## config.mk

```make
export PLATFORM = sky130hd
export DESIGN_NAME = cache_ctrl_fsm
export DESIGN_NICKNAME = d
export VERILOG_FILES = /design/src/rtl/cache_ctrl_fsm.sv
export SDC_FILE = /design/constraint.sdc
export NUM_CORES = 1
export LEC_CHECK = 0
export BUFFER_PORTS_ARGS = -buffer_cell sky130_fd_sc_hd__clkbuf_2
export CAP_MARGIN = 15
export CORE_AREA = 2 2 61 106
export CTS_CLUSTER_DIAMETER = 60
export DETAILED_ROUTE_END_ITERATION = 8
export DIE_AREA = 0 0 63 108
export PLACE_DENSITY = 0.65
export SYNTH_ARGS = -nofsm -noshare
export SYNTH_HDL_FRONTEND = slang
export SYNTH_SLANG_ARGS = --single-unit
```

## constraint.sdc

```tcl
create_clock -name clk -period 3.75 [get_ports clk]
set_clock_uncertainty 0.05 [all_clocks]
set_input_delay 0.1875 -clock clk [delete_from_list [all_inputs] [get_ports clk]]
set_output_delay 0.1875 -clock clk [all_outputs]
set_load 0.02 [all_outputs]
```

## src/rtl/cache_ctrl_fsm.sv

```systemverilog
// Cache controller sequencer: lookup, hit/write paths, dirty eviction, multi-word refill, hit/miss stats.
// Latency: read hit completes two cycles after the request is sampled; misses add eviction and refill bursts.
// Backpressure: the RAM side is paced by mem_ack; without an ack the state and word_idx hold.
module cache_ctrl_fsm #(
  parameter int WORDS_PER_LINE = 4,
  parameter int WRITE_BACK     = 1,
  parameter int CNT_W          = 16,
  localparam int IW            = $clog2(WORDS_PER_LINE)
) (
  input  logic             clk,
  input  logic             reset,
  input  logic             cpu_req,
  input  logic             cpu_we,
  input  logic             hit,
  input  logic             dirty,
  input  logic             mem_ack,
  input  logic             cnt_clr,
  output logic             tag_rd_en,
  output logic             data_rd_en,
  output logic             cache_we,
  output logic             sel_cpu,
  output logic             tag_we,
  output logic             dirty_set,
  output logic             dirty_clr,
  output logic             mem_req,
  output logic             mem_we,
  output logic [IW-1:0]    word_idx,
  output logic             cpu_done,
  output logic [CNT_W-1:0] hit_cnt,
  output logic [CNT_W-1:0] miss_cnt
);

  typedef enum logic [2:0] {
    S_IDLE, S_LOOKUP, S_HIT_RD, S_HIT_WR, S_WT_MEM, S_EVICT, S_REFILL, S_UPDATE
  } state_t;

  localparam logic [IW-1:0] LAST_IDX = IW'(WORDS_PER_LINE - 1);

  state_t        state, state_nxt;
  logic [IW-1:0] idx_nxt;
  logic          we_q;
  logic          retry;
  logic          last_word;

  assign last_word = (word_idx == LAST_IDX);

  always_ff @(posedge clk or negedge reset) begin
    if (!reset) begin
      state    <= S_IDLE;
      word_idx <= '0;
      we_q     <= 1'b0;
      retry    <= 1'b0;
    end else begin
      state    <= state_nxt;
      word_idx <= idx_nxt;
      if (state == S_IDLE && cpu_req)
        we_q <= cpu_we;
      if (cpu_done)
        retry <= 1'b0;
      else if (state == S_UPDATE)
        retry <= 1'b1;
    end
  end

  always_comb begin
    state_nxt  = state;
    idx_nxt    = word_idx;
    tag_rd_en  = 1'b0;
    data_rd_en = 1'b0;
    cache_we   = 1'b0;
    sel_cpu    = 1'b0;
    tag_we     = 1'b0;
    dirty_set  = 1'b0;
    dirty_clr  = 1'b0;
    mem_req    = 1'b0;
    mem_we     = 1'b0;
    cpu_done   = 1'b0;
    case (state)
      S_IDLE: begin
        if (cpu_req)
          state_nxt = S_LOOKUP;
      end
      S_LOOKUP: begin
        tag_rd_en  = 1'b1;
        data_rd_en = ~we_q;
        if (hit)
          state_nxt = we_q ? S_HIT_WR : S_HIT_RD;
        else if (WRITE_BACK != 0 && dirty)
          state_nxt = S_EVICT;
        else
          state_nxt = S_REFILL;
      end
      S_HIT_RD: begin
        cpu_done  = 1'b1;
        state_nxt = S_IDLE;
      end
      S_HIT_WR: begin
        cache_we = 1'b1;
        sel_cpu  = 1'b1;
        if (WRITE_BACK != 0) begin
          dirty_set = 1'b1;
          cpu_done  = 1'b1;
          state_nxt = S_IDLE;
        end else begin
          state_nxt = S_WT_MEM;
        end
      end
      S_WT_MEM: begin
        mem_req = 1'b1;
        mem_we  = 1'b1;
        if (mem_ack) begin
          cpu_done  = 1'b1;
          state_nxt = S_IDLE;
        end
      end
      S_EVICT: begin
        mem_req    = 1'b1;
        mem_we     = 1'b1;
        data_rd_en = 1'b1;
        if (mem_ack) begin
          // Power-of-two line length: the increment wraps to 0 on the last word.
          idx_nxt = word_idx + IW'(1);
          if (last_word)
            state_nxt = S_REFILL;
        end
      end
      S_REFILL: begin
        mem_req  = 1'b1;
        cache_we = mem_ack;
        if (mem_ack) begin
          idx_nxt = word_idx + IW'(1);
          if (last_word)
            state_nxt = S_UPDATE;
        end
      end
      S_UPDATE: begin
        tag_we    = 1'b1;
        dirty_clr = 1'b1;
        state_nxt = S_LOOKUP;
      end
      default: state_nxt = S_IDLE;
    endcase
  end

  // Only the first lookup of a request is counted; the post-refill lookup is not.
  always_ff @(posedge clk or negedge reset) begin
    if (!reset) begin
      hit_cnt  <= '0;
      miss_cnt <= '0;
    end else if (cnt_clr) begin
      hit_cnt  <= '0;
      miss_cnt <= '0;
    end else if (state == S_LOOKUP && !retry) begin
      if (hit) begin
        if (hit_cnt != '1)
          hit_cnt <= hit_cnt + CNT_W'(1);
      end else if (miss_cnt != '1) begin
        miss_cnt <= miss_cnt + CNT_W'(1);
      end
    end
  end

endmodule

```

==> reports/metrics.cfg, run 1 <==
[route]
vias = 2127
top_layer = met4
drc = 0
wl_met3_microns = 194
drtIter0Drc = 96
wirelength_microns = 5520
met1_length_microns = 2280
drtPass1Iterations = 4
postRouteAntennaNets = 0
viasPerCell = 5.63
drt-wirelength-per-cell_microns = 14.6
dr_wl_met2_microns = 2930

[synth]
synth_seq_cells = 39
yosysWarnings = 0
synth_area_sq_um = 2300
synth_top_area_frac = 0.424
synth_top_family_by_area = simple AND/OR/NAND/NOR gates
yosys.area_share.adder = 0.0163
synthXorXnorAreaFrac = 0.00381
synth_top_area_cell = dfrtp_1
synth_async_sr_flop_share = 1.00
synthSimpleGateAreaFrac = 0.293
synth_compound_area_frac = 0.169
synth_edf_count = 0
muxShareOfSynthArea = 0.0522
synth_fp_nets = 269
synth.area.top_cells = dfrtp_1 42%, a21oi_1 6.3%, o31ai_1 5.5%, or4_1 5.2%, mux2_2 3.9%
ys_seq_area_frac = 0.424
synth_cells = 258
ys_types = 38
synth.avg_cell_area_sq_um = 8.92
synth_flop_cell = dfrtp_1

[final_layout]
syn2layout_area_growth_pct = 16.5
fin_nets = 311
design_area_sq_um = 2680
num_antenna_cells = 0
layout-drive-gt1-share = 0.243
final_util = 0.456

[pwr]
seqPwrFrac = 0.454
p_clk_frac = 0.243
internal_power_mw = 0.746
power_density_nw_per_um2 = 449
finalPower_mw = 1.20
switching_power_mw = 0.457
p_comb_frac = 0.302
leakagePower_nw = 1.12
swShare = 0.380
ir_drop_uv = 335

[setup_path]
crit_buf_inv = 0
cp_max_fo = 17
cp_top_family = simple AND/OR/NAND/NOR gates
r2r_end = miss_cnt[9]
rr_worst_depth = 4
cp-end-kind = flip-flop
required_ns = 3.91
slowest_delay_ns = 0.65
arrival_ns = 2.80
cp_cell_sequence = or4b_4 -> or4_1 -> or4_1 -> a21oi_1
rr_startpoint = state[1]
start_kind = flip-flop
cp_slowest_cell = or4_1
crit_type = reg -> reg
r2r_setup_slack_ns = 1.11
cpMostUsedCell = or4_1

[clock_tree]
clockRootBuffer = clkbuf_8
clk_pin_slew_worst_paths_ns = 0.08
postCtsSetupBuffers = 0
post_cts_resized = 0
h-tree-depth = 2
cts_made_buffers = 5
cts.sinks = 39
insertion_delay_ns = 0.29
cts_tree = done
holdBufCountCts = 0
clk_path_buf_depth = 2

[timing]
finalHoldViolCount = 0
setup_slack_ns = 1.11
setup_violations = 0
tightestPinTransition_ns = 0.993
max_freq_mhz = 379
slew_viol_final = 0
period_minus_slack_ns = 2.64
min_period_over_period = 0.704
rsz0062_at_grt = no
setup_tns_ns = 0
relSlewSlack = 0.338

[die]
pin_count = 52
die_h_microns = 108
num_rows = 37
chipWidth_microns = 63
dieArea_sq_um = 6800
initial_core_util = 0.391
core_sq_um = 5880

[global_route]
antenna_found_initial = 0
first_global_vias = 2008
grt_max_degree = 40
track_usage = 0.172
grt_pass1_wl_microns = 9370
grt_overflow = 0

[placed_design]
gp_congestion = 0.811
post_dp_cell_area_sq_um = 2590
dp_hpwl_microns = 4070
port_buffers = 51
dp_slack_ns = 1.12

[status]
outcome = finished, final reports clean

[hold_path]
hold_class = in -> async

[job]
drv_cap = 0

[placed cells by master (no fill, tap or decap), types with 2 or more instances in the layout]
master / n
a31oi_1: 2
nor2b_1: 6
o31ai_1: 17
nor4_1: 8
nand4_1: 9
or3b_2: 2
mux2_2: 8
or4_1: 16
inv_1: 5
or3_1: 13
buf_4: 2
and4_1: 4
dfrtp_1: 39
nor3_1: 3
nand2_1: 17
nand2b_1: 3
a21oi_1: 29
and3_1: 2
o21ai_0: 11
nand3_1: 15
mux2i_1: 3
nor2_1: 13
ha_1: 3
clkbuf_8: 6
clkbuf_2: 51
[power groups by stage]
stage / logic (mW) / clock network, mW / registers [mW]
6_report: 0.364 / 0.293 / 0.546
5_1_grt: 0.403 / 0.319 / 0.557
4_1_cts: 0.370 / 0.305 / 0.545
3_5_place_dp: 0.369 / 0 / 0.553
3_3_place_gp: 0.367 / 0 / 0.549
2_1_floorplan: 0.286 / 0 / 0.529
[worst max-delay path by stage]
stage	start	endpoint	slack [ns]	depth (start not counted)
finish	state[1]	miss_cnt[9]	1.11	4
floorplan	state[1]	miss_cnt[11]	1.41	5
detailed placement	state[1]	miss_cnt[9]	1.12	4
CTS	state[1]	miss_cnt[9]	1.11	4
global placement	state[1]	miss_cnt[9]	1.18	4
global route	state[1]	miss_cnt[6]	0.89	4
[synth_stat cells (3+ instances only)]
cell	count
a21oi_1	29
and4_1	4
clkbuf_1	14
dfrtp_1	39
ha_1	3
inv_1	5
mux2_2	8
mux2i_1	3
nand2_1	17
nand2b_1	3
nand3_1	15
nand4_1	9
nor2_1	13
nor2b_1	6
nor3_1	3
nor4_1	8
o21ai_0	11
o31ai_1	17
or3_1	13
or4_1	16
[layer usage]
metal | vias up | track usage
li1 | 1059 | -
met1 | 1014 | 0.200
met2 | 45 | 0.306
met3 | 9 | 0.0271
met4 | 0 | 0.0778
met5 | - | 0
[state kept, by name (all words and copies together), names as in the netlist]
| name | count |
|---|---|
| miss_cnt | 16 |
| word_idx | 2 |
| retry | 1 |
| hit_cnt | 16 |
| state | 3 |
| we_q | 1 |
[logic make-up after synthesis]
group | Yosys count
xor+xnor | 1
buf+inv | 23
compound gates | 65
mux | 11
flops | 39
fa+ha+maj | 3
simple gates | 116
[final cells by class]
| type | count | area [sq um] |
|---|---|---|
| clock buffers | 6 | 82.6 |
| clock inverters | 1 | 5.00 |
| fillers | 628 | 3200 |
| inverters | 5 | 18.8 |
| multi-input cells | 196 | 1230 |
| flip-flops and latches | 39 | 976 |
| well taps | 78 | 97.6 |
| repair buffers | 53 | 270 |
[through the flow]
stage	hold WS [ns]	instances
2_1_floorplan	-0.158	258
3_5_place_dp	0.363	371
6_report	0.00102	378
5_1_grt	0.0742	378
3_3_place_gp	0.367	371
4_1_cts	0.0390	378
Power figures use the tool's default switching activity.
==> inputs of run 2 (changes only) <==
--- a/config.mk
+++ b/config.mk
@@ -11,7 +11,7 @@
 export CTS_CLUSTER_DIAMETER = 60
 export DETAILED_ROUTE_END_ITERATION = 8
 export DIE_AREA = 0 0 63 108
-export PLACE_DENSITY = 0.65
+export PLACE_DENSITY = 0.68
 export SYNTH_ARGS = -nofsm -noshare
 export SYNTH_HDL_FRONTEND = slang
 export SYNTH_SLANG_ARGS = --single-unit
==> constraint.sdc (replaced) <==
create_clock -name clk -period 2.3 [get_ports clk]
set_clock_uncertainty 0.05 [all_clocks]
set_input_delay 0.115 -clock clk [delete_from_list [all_inputs] [get_ports clk]]
set_output_delay 0.115 -clock clk [all_outputs]
set_load 0.02 [all_outputs]
==> run 2 against run 1 <==
Net effect:
- critical path depth grew 1
- core utilization up 2.9 points
- non-clock buffer count grew 12
- sequential cell count unchanged
- global-route usage is 0.50 points higher
- critical path type unchanged
==> reports/metrics.cfg, run 2 (synthesis gave the netlist of run 1 again) <==
[die]
core_sq_um = 5880  ; unchanged
initial_core_util = 0.391  ; unchanged
pin_count = 52  ; unchanged
die_h_microns = 108  ; unchanged
dieArea_sq_um = 6800  ; unchanged
num_rows = 37  ; unchanged
chipWidth_microns = 63  ; unchanged

[timing]
relSlewSlack = 0.450  ; was 0.338
min_period_over_period = 0.965  ; was 0.704
slew_viol_final = 0  ; unchanged
max_freq_mhz = 450  ; was 379 MHz
tightestPinTransition_ns = 0.826  ; was 0.993 ns
rsz0062_at_grt = yes  ; was no
setup_tns_ns = 0  ; unchanged
setup_slack_ns = 0.0800  ; was 1.11 ns
setup_violations = 0  ; unchanged
hold_slack_ns = 0.0903  ; was 0.00102 ns
finalHoldViolCount = 0  ; unchanged
period_minus_slack_ns = 2.22  ; was 2.64 ns

[hold_path]
min_to = we_q
holdPathStages = 3
min_from = cpu_req
hold_class = in -> reg  ; was in -> async

[route]
viasPerCell = 5.65  ; was 5.63
postRouteAntennaNets = 0  ; unchanged
drc = 0  ; unchanged
drt-wirelength-per-cell_microns = 14.4  ; was 14.6 microns
vias = 2208  ; was 2127
drtPass1Iterations = 4  ; unchanged
drtIter0Drc = 132  ; was 96
wirelength_microns = 5620  ; was 5520 microns

[final_layout]
layout-drive-gt1-share = 0.310  ; was 0.243
nFillCells = 586  ; was 628
fin_nets = 323  ; was 311
multiInputGateArea_sq_um = 1290  ; was 1230 sq um
final_cell_mix = 51 x clkbuf_2, 39 x dfrtp_1, 26 x a21oi_1  ; was 51 x clkbuf_2, 39 x dfrtp_1, 29 x a21oi_1
layout_commonest_cell = clkbuf_2  ; unchanged
final_cells = 391  ; was 378
reg_top3 = hit_cnt (16), miss_cnt (16), state (3)  ; unchanged
regArea_sq_um = 976  ; unchanged
num_antenna_cells = 0  ; unchanged
syn2layout_area_growth_pct = 23.8  ; was 16.5%

[global_route]
grt_util_met3 = 0.0250  ; was 0.0271
track_usage = 0.177  ; was 0.172
first_global_vias = 2078  ; was 2008
grt_pass1_wl_microns = 9740  ; was 9370 microns
grt_max_degree = 39  ; was 40
grt_busiest_layer = met2  ; unchanged
antenna_found_initial = 0  ; unchanged
use_met1 = 0.202  ; was 0.200
grt_use_met2 = 0.331  ; was 0.306
grt_overflow = 0  ; unchanged

[setup_path]
cp_top_family = simple AND/OR/NAND/NOR gates  ; unchanged
cp-end-kind = flip-flop  ; unchanged
arrival_ns = 2.38  ; was 2.80 ns
cp_cell_sequence = or4b_4 -> or3_4 -> buf_4 -> or4_1 -> a21oi_2  ; was or4b_4 -> or4_1 -> or4_1 -> a21oi_1
crit_type = reg -> reg  ; unchanged
slowest_delay_ns = 0.58  ; was 0.65 ns
r2r_setup_slack_ns = 0.08  ; was 1.11 ns
rr_startpoint = state[1]  ; unchanged
rr_worst_depth = 5  ; was 4
start_kind = flip-flop  ; unchanged
path_depth = 5  ; was 4
cp_max_fo = 6  ; was 17
crit_buf_inv = 1  ; was 0
required_ns = 2.46  ; was 3.91 ns
r2r_end = hit_cnt[14]  ; was miss_cnt[9]
cp_slowest_cell = or4b_4  ; was or4_1

[pwr]
leakagePower_nw = 1.19  ; was 1.12 nW
power_density_nw_per_um2 = 730  ; was 449 nW/um^2
ir_drop_uv = 564  ; was 335 uV

[placed_design]
dp_hpwl_microns = 4130  ; was 4070 microns
dp_slack_ns = -0.0217  ; was 1.12 ns
placed_cells = 381  ; was 371
gp_congestion = 0.792  ; was 0.811
port_buffers = 51  ; unchanged

[clock_tree]
insertion_delay_ns = 0.29  ; about the same
clk_path_buf_depth = 2  ; unchanged
cts_made_buffers = 5  ; unchanged
h-tree-depth = 2  ; unchanged
cts.sinks = 39  ; unchanged
clockRootBuffer = clkbuf_8  ; unchanged
clk_pin_slew_worst_paths_ns = 0.08  ; about the same
cts_tree = done  ; unchanged
postCtsSetupBuffers = 0  ; unchanged

[job]
drv_cap = 0  ; unchanged

[status]
outcome = finished, final reports clean  ; unchanged

-- run 2: cell count changes in the layout (fill, tap and decap cells not counted), sizes merged --
cell	previous run	this run
clkinv	1	0
clkbuf	57	59
buf	2	12
dlygate4sd3	0	2
-- run 2: stage by stage --
step / utilization / power [mW] / cell area [sq um]
floorplan: - / 1.33 / 2300
global placement: 0.454 / 1.55 / 2670
detailed placement: 0.454 / 1.57 / 2670
CTS: 0.475 / 2.10 / 2800
global route: 0.485 / 2.23 / 2850
finish: 0.485 / 2.08 / 2850
-- run 2: layout make-up --
type	instances	share of cell area
Timing Repair Buffer	65	0.128
Multi-Input combinational cell	196	0.453
Tap cell	78	0.0343
Sequential cell	39	0.343
Clock buffer	8	0.0351
Inverter	5	0.00659
-- run 2: worst min-delay path, delay by kind of cell --
kind,cells,cell delay (ns)
muxes,1,0.14
buffers and inverters,1,0.09
and+or+nand+nor,1,0.06
-- run 2: worst max-delay path by stage --
stage | endpoint | startpoint
after floorplan | miss_cnt[11] | state[2]
after CTS | miss_cnt[11] | retry
after global routing | hit_cnt[13] | state[1]
final | hit_cnt[14] | state[1]
after global placement | miss_cnt[9] | retry
after detailed placement | miss_cnt[12] | retry
-- run 2: where the power goes --
group | switching, mW | internal [mW]
Sequential | 0.0529 | 0.756
Combinational | 0.474 | 0.280
Clock | 0.242 | 0.274
-- run 2: timing repair --
item                                    4_1_cts  5_1_grt
pin swaps                                     0        3
endpoints found under the setup margin        6       14
cloned                                        0        0
resized for setup                             2       12
hold buffers                                  2        0
hold endpoints to repair                     11        0
-- run 2: routing by layer --
layer / vias up / wire length [microns]
met3: 6 / 179
met5: - / 0
li1: 1086 / -
met2: 41 / 3050
met4: 0 / 91
met1: 1075 / 2300
==> inputs of run 3 (changes only) <==
==> config.mk (replaced) <==
export PLATFORM = sky130hd
export DESIGN_NAME = cache_ctrl_fsm
export DESIGN_NICKNAME = d
export VERILOG_FILES = /design/src/rtl/cache_ctrl_fsm.sv
export SDC_FILE = /design/constraint.sdc
export NUM_CORES = 1
export LEC_CHECK = 0
export ABC_AREA = 1
export BUFFER_PORTS_ARGS = -buffer_cell sky130_fd_sc_hd__clkbuf_2
export CAP_MARGIN = 15
export CORE_AREA = 2 2 59 103
export CTS_CLUSTER_DIAMETER = 60
export DETAILED_ROUTE_END_ITERATION = 8
export DIE_AREA = 0 0 61 105
export PLACE_DENSITY = 0.79
export SETUP_SLACK_MARGIN = 0.4
export SYNTH_ARGS = -nofsm -noshare
export SYNTH_HDL_FRONTEND = slang
export SYNTH_SLANG_ARGS = --single-unit
==> run 3 against run 2 <==
Net effect:
- routed wire length grew 14%
- register-to-register slack gained 0.45 ns
- global-route usage grew 3.8 points
- critical path type unchanged
- critical endpoint is now hit_cnt[2]
- largest cell class unchanged
==> reports/metrics.cfg, run 3 <==
[synth]
ys_types = 30  ; was 38
synth.area.top_cells = dfrtp_1 36%, nand2_1 16%, nand4_1 7.0%, nand2_2 6.0%, nor2_1 4.9%  ; was dfrtp_1 42%, a21oi_1 6.3%, o31ai_1 5.5%, or4_1 5.2%, mux2_2 3.9%
synth_top_area_frac = 0.362  ; was 0.424
synth_seq_cells = 39  ; unchanged
synth_edf_count = 0  ; unchanged
synth.avg_cell_area_sq_um = 7.42  ; was 8.92 sq um
yosys-top-cells-count = 114 x nand2_1, 39 x dfrtp_1, 35 x nor2_1, 30 x nand4_1, 28 x inv_1  ; was 39 x dfrtp_1, 29 x a21oi_1, 17 x nand2_1, 17 x o31ai_1, 16 x or4_1
synth_flop_cell = dfrtp_1  ; unchanged
yosysWarnings = 0  ; unchanged
synth_async_sr_flop_share = 1.00  ; unchanged
synth_area_sq_um = 2690  ; was 2300 sq um
ys_seq_area_frac = 0.362  ; was 0.424
synth_fp_nets = 374  ; was 269
synth_cells = 363  ; was 258
yosysMostFrequentCell = nand2_1  ; was dfrtp_1
synth_top_area_cell = dfrtp_1  ; unchanged

[route]
vias = 2590  ; was 2208
viasPerCell = 5.21  ; was 5.65
postRouteAntennaNets = 0  ; unchanged
drc = 0  ; unchanged
drt-wirelength-per-cell_microns = 12.9  ; was 14.4 microns
drtPass1Iterations = 4  ; unchanged
wirelength_microns = 6390  ; was 5620 microns
drtIter0Drc = 143  ; was 132

[timing]
finalHoldViolCount = 0  ; unchanged
max_freq_mhz = 566  ; was 450 MHz
tightestPinTransition_ns = 0.511  ; was 0.826 ns
relSlewSlack = 0.659  ; was 0.450
min_period_over_period = 0.768  ; was 0.965
rsz0062_at_grt = no  ; was yes
period_minus_slack_ns = 1.77  ; was 2.22 ns
setup_tns_ns = 0  ; unchanged
setup_violations = 0  ; unchanged
slew_viol_final = 0  ; unchanged

[die]
core_sq_um = 5540  ; was 5880 sq um
pin_count = 52  ; unchanged
chipWidth_microns = 61  ; was 63 microns
initial_core_util = 0.486  ; was 0.391
die_h_microns = 105  ; was 108 microns
num_rows = 36  ; was 37
dieArea_sq_um = 6410  ; was 6800 sq um

[setup_path]
required_ns = 2.44  ; was 2.46 ns
r2r_end = hit_cnt[2]  ; was hit_cnt[14]
cp_max_fo = 12  ; was 6
cp-end-kind = flip-flop  ; unchanged
rr_worst_depth = 10  ; was 5
arrival_ns = 1.90  ; was 2.38 ns
r2r_setup_slack_ns = 0.53  ; was 0.08 ns
crit_end = hit_cnt[2]  ; was hit_cnt[14]
cp-startpoint = hit_cnt[0]  ; was state[1]
start_kind = flip-flop  ; unchanged
rr_startpoint = hit_cnt[0]  ; was state[1]
crit_type = reg -> reg  ; unchanged

[final_layout]
syn2layout_area_growth_pct = 17.6  ; was 23.8%
num_antenna_cells = 0  ; unchanged
final_cells = 497  ; was 391
layout-drive-gt1-share = 0.283  ; was 0.310
multiInputGateArea_sq_um = 1510  ; was 1290 sq um
final_cell_mix = 114 x nand2_1, 51 x clkbuf_2, 38 x dfrtp_1  ; was 51 x clkbuf_2, 39 x dfrtp_1, 26 x a21oi_1
reg_top3 = hit_cnt (16), miss_cnt (16), state (3)  ; unchanged
fin_nets = 432  ; was 323
final_util = 0.572  ; was 0.485
layout_commonest_cell = nand2_1  ; was clkbuf_2
regArea_sq_um = 977  ; was 976 sq um
nFillCells = 529  ; was 586

[pwr]
ir_drop_uv = 527  ; was 564 uV
power_density_nw_per_um2 = 656  ; was 730 nW/um^2
leakagePower_nw = 1.66  ; was 1.19 nW

[hold_path]
hold_class = in -> reg  ; unchanged

[global_route]
grt_pass1_wl_microns = 10700  ; was 9740 microns
first_global_vias = 2491  ; was 2078
track_usage = 0.215  ; was 0.177
grt_max_degree = 40  ; was 39
grt_overflow = 0  ; unchanged
antenna_found_initial = 0  ; unchanged

[clock_tree]
clk_path_buf_depth = 2  ; unchanged
clk_pin_slew_worst_paths_ns = 0.07  ; was 0.08 ns
clockRootBuffer = clkbuf_8  ; unchanged
cts_made_buffers = 5  ; unchanged
cts.sinks = 39  ; unchanged
insertion_delay_ns = 0.29  ; about the same
h-tree-depth = 2  ; unchanged
cts_tree = done  ; unchanged

[placed_design]
dp_hpwl_microns = 4640  ; was 4130 microns
placed_cells = 481  ; was 381
port_buffers = 51  ; unchanged
gp_congestion = 0.892  ; was 0.792

[status]
outcome = finished, final reports clean  ; unchanged

[job]
drv_cap = 0  ; unchanged

==> run 3: how the worst min path moves through the flow <==
stage | slack [ns] | to | start | cells after the start
6_report | 0.03 | we_q | cpu_we | 3
5_1_grt | 0.04 | we_q | cpu_we | 3
4_1_cts | 0.02 | we_q | cpu_we | 3
3_5_place_dp | 0.16 | miss_cnt[3] | reset | 2
3_3_place_gp | 0.16 | word_idx[0] | reset | 2
2_1_floorplan | -0.23 | hit_cnt[0] | reset | 0
==> run 3: worst max-delay path, stage by stage (launching register included) <==
cell and delay, ns:
dfrtp_1 0.44, ha_1 0.25, nand3_2 0.14, inv_2 0.07, nand2_4 0.10, nor2_8 0.06
nor2_8 0.22, nor2_8 0.07, buf_12 0.15, nand2_1 0.05, nand2_1 0.06
==> run 3: final cells by class <==
type	count	share of cell area
clock buffers	6	0.0229
inverters	31	0.0367
well taps	76	0.0300
repair buffers	62	0.115
multi-input cells	282	0.477
clock inverters	1	0.00948
flip-flops and latches	39	0.309
==> run 3: power breakdown <==
group          leakage (nW)  switching (mW)  internal [mW]  total (mW)
logic                  1.08           0.452          0.236       0.688
registers             0.531          0.0842          0.749       0.834
clock network        0.0513           0.238          0.318       0.556
==> run 3: through the flow <==
stage                     worst slack [ns]  hold slack (ns)  instance area (sq um)  power [mW]
after global routing                 0.404           0.0360                   3170        2.20
after CTS                            0.454           0.0205                   3120        2.08
after global placement               0.470            0.160                   2960        1.48
final                                0.533           0.0288                   3170        2.08
after floorplan                      0.556           -0.231                   2690        1.34
after detailed placement             0.425            0.157                   2960        1.49
==> run 3: logic make-up after synthesis <==
group / synth area share
DFF: 0.362
AOI/OAI and AO/OA: 0.0423
buffers and inverters: 0.0799
xor gates and xnor gates: 0.0293
adders and majority gates: 0.0139
and+or+nand+nor: 0.472
==> run 3: what timing repair did <==
item / 4_1_cts / 5_1_grt
setup buffers: 5 / 3
setup endpoints to repair: 3 / 32
hold buffers: 1 / 0
pin swaps: 2 / 1
endpoints found under the hold margin: 39 / 0
gates resized for setup: 0 / 3
==> run 3: layer usage <==
| layer | track usage | vias up | part of all wire |
|---|---|---|---|
| li1 | - | 1277 | - |
| met1 | 0.241 | 1210 | 0.38 |
| met2 | 0.368 | 79 | 0.54 |
| met3 | 0.0297 | 24 | 0.041 |
| met4 | 0.121 | 0 | 0.041 |
| met5 | 0 | - | 0 |
